**src/rtl/booth_mult_ctrl.sv**
```systemverilog
// booth_mult_ctrl
// Sequential signed 32x32 radix-2 Booth multiplier controller for the multdiv
// unit. One Booth iteration per clock over 32 iterations, sharing a single
// 33-bit add/subtract path built from four 8-bit carry-lookahead groups plus
// a 1-bit top slice.
//
// Ports:
//   clock          in   1  rising-edge clock
//   reset          in   1  synchronous, active-high, highest priority
//   ctrl_MULT      in   1  start pulse; operands sampled on the same edge
//   data_operandA  in  32  multiplicand (two's complement)
//   data_operandB  in  32  multiplier (two's complement)
//   data_result    out 32  low 32 bits of the product (held until next result)
//   data_exception out  1  product does not fit in signed 32 bits
//   data_resultRDY out  1  one-cycle pulse when result/exception are fresh
module booth_mult_ctrl (
  input  logic        clock,
  input  logic        reset,
  input  logic        ctrl_MULT,
  input  logic [31:0] data_operandA,
  input  logic [31:0] data_operandB,
  output logic [31:0] data_result,
  output logic        data_exception,
  output logic        data_resultRDY
);

  typedef enum logic [1:0] {
    IDLE = 2'd0,
    RUN  = 2'd1,
    DONE = 2'd2
  } state_t;

  state_t      state;
  logic [32:0] m;
  // Booth register layout: {U[32:0], L[31:0], q}
  logic [65:0] p;
  logic [4:0]  cnt;

  logic [32:0] u;
  logic [1:0]  booth_sel;
  logic        sub;
  logic [32:0] add_b;
  logic [32:0] sum;
  logic        carry;
  logic        c_int;
  logic        grp_g;
  logic        grp_p;
  logic        bit_g;
  logic        bit_p;
  logic [32:0] u_new;
  logic [65:0] p_next;
  logic [32:0] sign_bits;
  logic        exc_next;

  assign u         = p[65:33];
  assign booth_sel = {p[1], p[0]};

  // Shared 33-bit adder. Each 8-bit group produces its own sums and a group
  // generate/propagate pair; the carry into the next group comes from those
  // G/P terms. Subtraction is U + ~M with carry-in 1. The final carry-out is
  // dropped: with a 33-bit U the M = -2^31 case cannot overflow.
  always_comb begin
    sub   = (booth_sel == 2'b10);
    add_b = sub ? ~m : m;
    carry = sub;
    sum   = '0;
    c_int = 1'b0;
    grp_g = 1'b0;
    grp_p = 1'b1;
    bit_g = 1'b0;
    bit_p = 1'b0;
    for (int g = 0; g < 4; g++) begin
      c_int = carry;
      grp_g = 1'b0;
      grp_p = 1'b1;
      for (int i = 0; i < 8; i++) begin
        bit_g        = u[g*8+i] & add_b[g*8+i];
        bit_p        = u[g*8+i] ^ add_b[g*8+i];
        sum[g*8+i]   = bit_p ^ c_int;
        c_int        = bit_g | (bit_p & c_int);
        grp_g        = bit_g | (bit_p & grp_g);
        grp_p        = grp_p & bit_p;
      end
      carry = grp_g | (grp_p & carry);
    end
    sum[32] = u[32] ^ add_b[32] ^ carry;
  end

  // Booth step: 01 adds M, 10 subtracts M, 00/11 keep U; then arithmetic
  // shift right of the whole {U, L, q} register by one.
  always_comb begin
    u_new  = ((booth_sel == 2'b01) || (booth_sel == 2'b10)) ? sum : u;
    p_next = {u_new[32], u_new, p[32:1]};
  end

  // Product is {U[31:0], L}; it fits in 32 signed bits only when bits 63..31
  // are all equal.
  assign sign_bits = {p_next[64:33], p_next[32]};
  assign exc_next  = ~((&sign_bits) | (~|sign_bits));

  // Control FSM with registered outputs. A start pulse wins over everything
  // except reset, including the edge that would otherwise finish the op.
  always_ff @(posedge clock) begin
    if (reset) begin
      state          <= IDLE;
      m              <= '0;
      p              <= '0;
      cnt            <= '0;
      data_result    <= '0;
      data_exception <= 1'b0;
      data_resultRDY <= 1'b0;
    end else begin
      data_resultRDY <= 1'b0;
      if (ctrl_MULT) begin
        m     <= {data_operandA[31], data_operandA};
        p     <= {33'd0, data_operandB, 1'b0};
        cnt   <= '0;
        state <= RUN;
      end else begin
        case (state)
          RUN: begin
            p   <= p_next;
            cnt <= cnt + 5'd1;
            if (cnt == 5'd31) begin
              state          <= DONE;
              data_result    <= p_next[32:1];
              data_exception <= exc_next;
              data_resultRDY <= 1'b1;
            end
          end
          DONE:    state <= IDLE;
          default: state <= IDLE;
        endcase
      end
    end
  end

endmodule

```
**config.mk**
```make
export PLATFORM = sky130hd
export DESIGN_NAME = booth_mult_ctrl
export DESIGN_NICKNAME = d
export VERILOG_FILES = /design/src/rtl/booth_mult_ctrl.sv
export SDC_FILE = /design/constraint.sdc
export NUM_CORES = 1
export LEC_CHECK = 0
export BUFFER_PORTS_ARGS = -buffer_cell sky130_fd_sc_hd__buf_4
export CORE_MARGIN = 1.5
export CORE_UTILIZATION = 58
export CTS_BUF_LIST = sky130_fd_sc_hd__clkbuf_16
export CTS_CLUSTER_DIAMETER = 30
export DETAILED_ROUTE_END_ITERATION = 10
export GPL_TIMING_DRIVEN = 0
export PLACE_DENSITY = 0.8
export SYNTH_ARGS = -nofsm -noshare
export SYNTH_HDL_FRONTEND = slang
export SYNTH_SLANG_ARGS = --single-unit
```
**constraint.sdc**
```tcl
create_clock -name clock -period 9.5 [get_ports clock]
set_input_delay 1.9 -clock clock [delete_from_list [all_inputs] [get_ports clock]]
set_output_delay 1.9 -clock clock [all_outputs]
set_load 0.005 [all_outputs]
```
==> results.sh <==
export IMPL_syn_cell_area_um2=7510
export IMPL_grt_overflow=0
export IMPL_dr_total_vias=6916
export IMPL_synth_fp_nets=1029
export IMPL_cts_root_buf="clkbuf_16"
export IMPL_grt_pass1_vias=6501
export IMPL_nFillCells=1011
export IMPL_synthTopCellsByCount="170 x nand2_1, 138 x dfxtp_1, 115 x a21oi_1"
export IMPL_syn_area_per_cell_um2=8.34
export IMPL_hold_viol=0
export IMPL_dieArea_um2=13600
export IMPL_ys_seq_elements=138
export IMPL_cts_buffers=17
export IMPL_drtIter0Drc=626
export IMPL_slew_violations=0
export IMPL_grt_usage=0.322
export IMPL_tns_ps=0
export IMPL_drt_pass1_iter_count=5
export IMPL_hold_ws_ps=455
export IMPL_synth_top_area_share=0.368
export IMPL_grt_pass1_wl_um=33200
export IMPL_worstHoldPathCells=2
export IMPL_path_max_fanout=10
export IMPL_seq_area_frac_synth=0.368
export IMPL_final_util=0.717
export IMPL_r2r_setup_slack_ps=1390
export IMPL_r2r_cells=24
export IMPL_fin_cells=1203
export IMPL_ys_top_cells_by_area="dfxtp_1 37%, nand2_1 8.5%, a21oi_1 7.7%, fa_1 7.2%, mux2i_1 6.5%"
export IMPL_cts_htree_levels=4
export IMPL_row_count=41
export IMPL_r2r_start="p[1]"
export IMPL_powerDensity_nw_per_um2=167
export IMPL_min_to="data_result[5]"
export IMPL_nNetsFinal=1147
export IMPL_post_cts_setup_buffer_count=0
export IMPL_fmax_mhz=123
export IMPL_fin_skew_ps=14.0
export IMPL_finalPower_mw=1.52
export IMPL_drc=0
export IMPL_cts_buffer_depth=2
export IMPL_dieWidth_um=117
export IMPL_start_util=0.595
export IMPL_viasPerCell=5.75
export IMPL_syn_inst=900
export IMPL_rsz0062_at_grt="no"
export IMPL_cap_violations=0
export IMPL_cts_tree="done"
export IMPL_reg2reg_to="data_exception"
export IMPL_routabilityCongestion=0.970
export IMPL_seqCellArea_um2=2760
export IMPL_ir_drop_v=0.000126
export IMPL_hpwlAfterDp_um=15800
export IMPL_ctsResizeCount=0
export IMPL_clock_sinks=138
export IMPL_drtAntennaViolNets=0
export IMPL_antenna_found_initial=0
export IMPL_critPathLaunchType="flip-flop"
export IMPL_clk_latency_ps=430
export IMPL_yosys_warnings=0
export IMPL_core_um2=12600
export IMPL_worst_pin_slew_ps=876
export IMPL_area_growth_pct=20.6
export IMPL_grt_max_degree=17
export IMPL_wl_um=20800
export IMPL_wl_per_cell_um=17.3
export IMPL_leakagePower_nw=3.86
export IMPL_multi_input_area_um2=4430
export IMPL_drive_gt1_frac=0.138
export IMPL_cts_hold_buffers=0
export IMPL_ios=101
export IMPL_cp_required_ps=9820
export IMPL_hold_class="reg2reg"
export IMPL_finalCritPeriodShare=0.854
export IMPL_num_antenna_cells=0
export IMPL_min_period_ps=8110
export IMPL_synth_cell_types=54
export IMPL_synth_flop_cell="dfxtp_1"
export IMPL_hp_start="data_result[5]"
export IMPL_die_height_um=117
export IMPL_critPathArrivalTime_ps=8430
export IMPL_portBuffers=99
export IMPL_clk_pin_slew_ps=60
export IMPL_dp_cells=1171
export IMPL_relSlewSlack=0.415
export IMPL_synth_edff_count=0
export IMPL_async_flop_share=0
export IMPL_yosysTopAreaCell="dfxtp_1"
export IMPL_status="finished clean"
export IMPL_setup_viol=0
export IMPL_crit_path_end_kind="flip-flop"
export IMPL_synth_most_common_cell="nand2_1"
export IMPL_worst_setup_path_type="reg2reg"
## cells by family after synthesis
family                   Yosys count  share of synthesized area
AO/OA/AOI/OAI                    188                      0.142
flip-flops                       138                      0.368
adder cells (fa/ha/maj)           62                      0.130
AND/OR/NAND/NOR                  343                      0.203
buffers and inverters             78                     0.0415
XOR/XNOR                          40                     0.0467
multiplexers                      51                     0.0683
## layer usage
layer / GRT usage / routed length (µm)
met5: 0 / 0
met2: 0.479 / 9050
met4: 0.124 / 558
met1: 0.452 / 9330
met3: 0.0829 / 1880
## where the power goes
| group | leakage [nW] | switching (mW) | internal [mW] |
|---|---|---|---|
| clock network | 0.300 | 0.256 | 0.408 |
| logic | 2.43 | 0.136 | 0.0941 |
| registers | 1.13 | 0.0211 | 0.600 |
## cell usage in the layout (no fill, tap or decap), drive strengths merged, types with 3 or more instances in the layout
cell type,netlist,layout
bufinv,0,3
dfxtp,138,138
buf,17,116
a21oi,115,115
nand2,170,170
nor3b,6,6
nor2,103,103
o21ai,24,24
nand2b,4,4
clkinv,0,7
fa,27,27
and4,3,3
o31ai,3,3
mux2i,49,49
nor4,8,8
xnor2,4,4
nor2b,6,6
nand3,7,7
ha,35,35
xor2,36,36
o211ai,7,7
a2111oi,3,3
nor3,11,11
a211oi,25,25
clkbuf,41,58
nand4,11,11
inv,20,24
## worst max-delay path by stage
stage / startpoint / end / slack [ps] / cells after the start
finish: p[1] / data_exception / 1390 / 24
global placement: p[1] / data_exception / 1490 / 24
floorplan: p[0] / data_exception / 2350 / 25
detailed placement: p[1] / data_exception / 1450 / 24
global route: p[1] / data_exception / 900 / 23
CTS: p[1] / data_exception / 1430 / 24
## registers in the layout (all words and copies together), names as in the netlist
register and flops:
state 2, data_exception 1, cnt 5, data_result 32
data_resultRDY 1, m 32, p 65
## layout make-up
class                   count  share of cell area
clock buffers              17              0.0470
flip-flops and latches    138               0.305
inverters                  20             0.00829
well taps                 172              0.0238
multi-input cells         684               0.490
plain buffers              58              0.0261
clock inverters            15              0.0177
repair buffers             99              0.0821
## worst max-delay path: stages (launching register included)
cell and delay, ps:
dfxtp_1 360, ha_1 150, clkbuf_1 470, clkbuf_1 590, xor2_1 280, ha_1 290, a211oi_1 230, o211ai_1 170
o31ai_1 300, a21o_1 130, nand2_1 100, fa_1 430, fa_1 430, fa_1 430, fa_1 450, fa_1 430
fa_1 400, inv_1 90, fa_1 460, or4b_1 520, nor3_2 120, o22ai_1 80, or4_1 520, or3_1 360
a31o_1 220
## through the flow
step / area [µm²] / worst slack, ps
final: 9050 / 1390
after global routing: 9050 / 902
after CTS: 9050 / 1430
after detailed placement: 8470 / 1450
after global placement: 8470 / 1490
after floorplan: 7510 / 2350
Note: power is estimated with default switching activity, not from simulation.
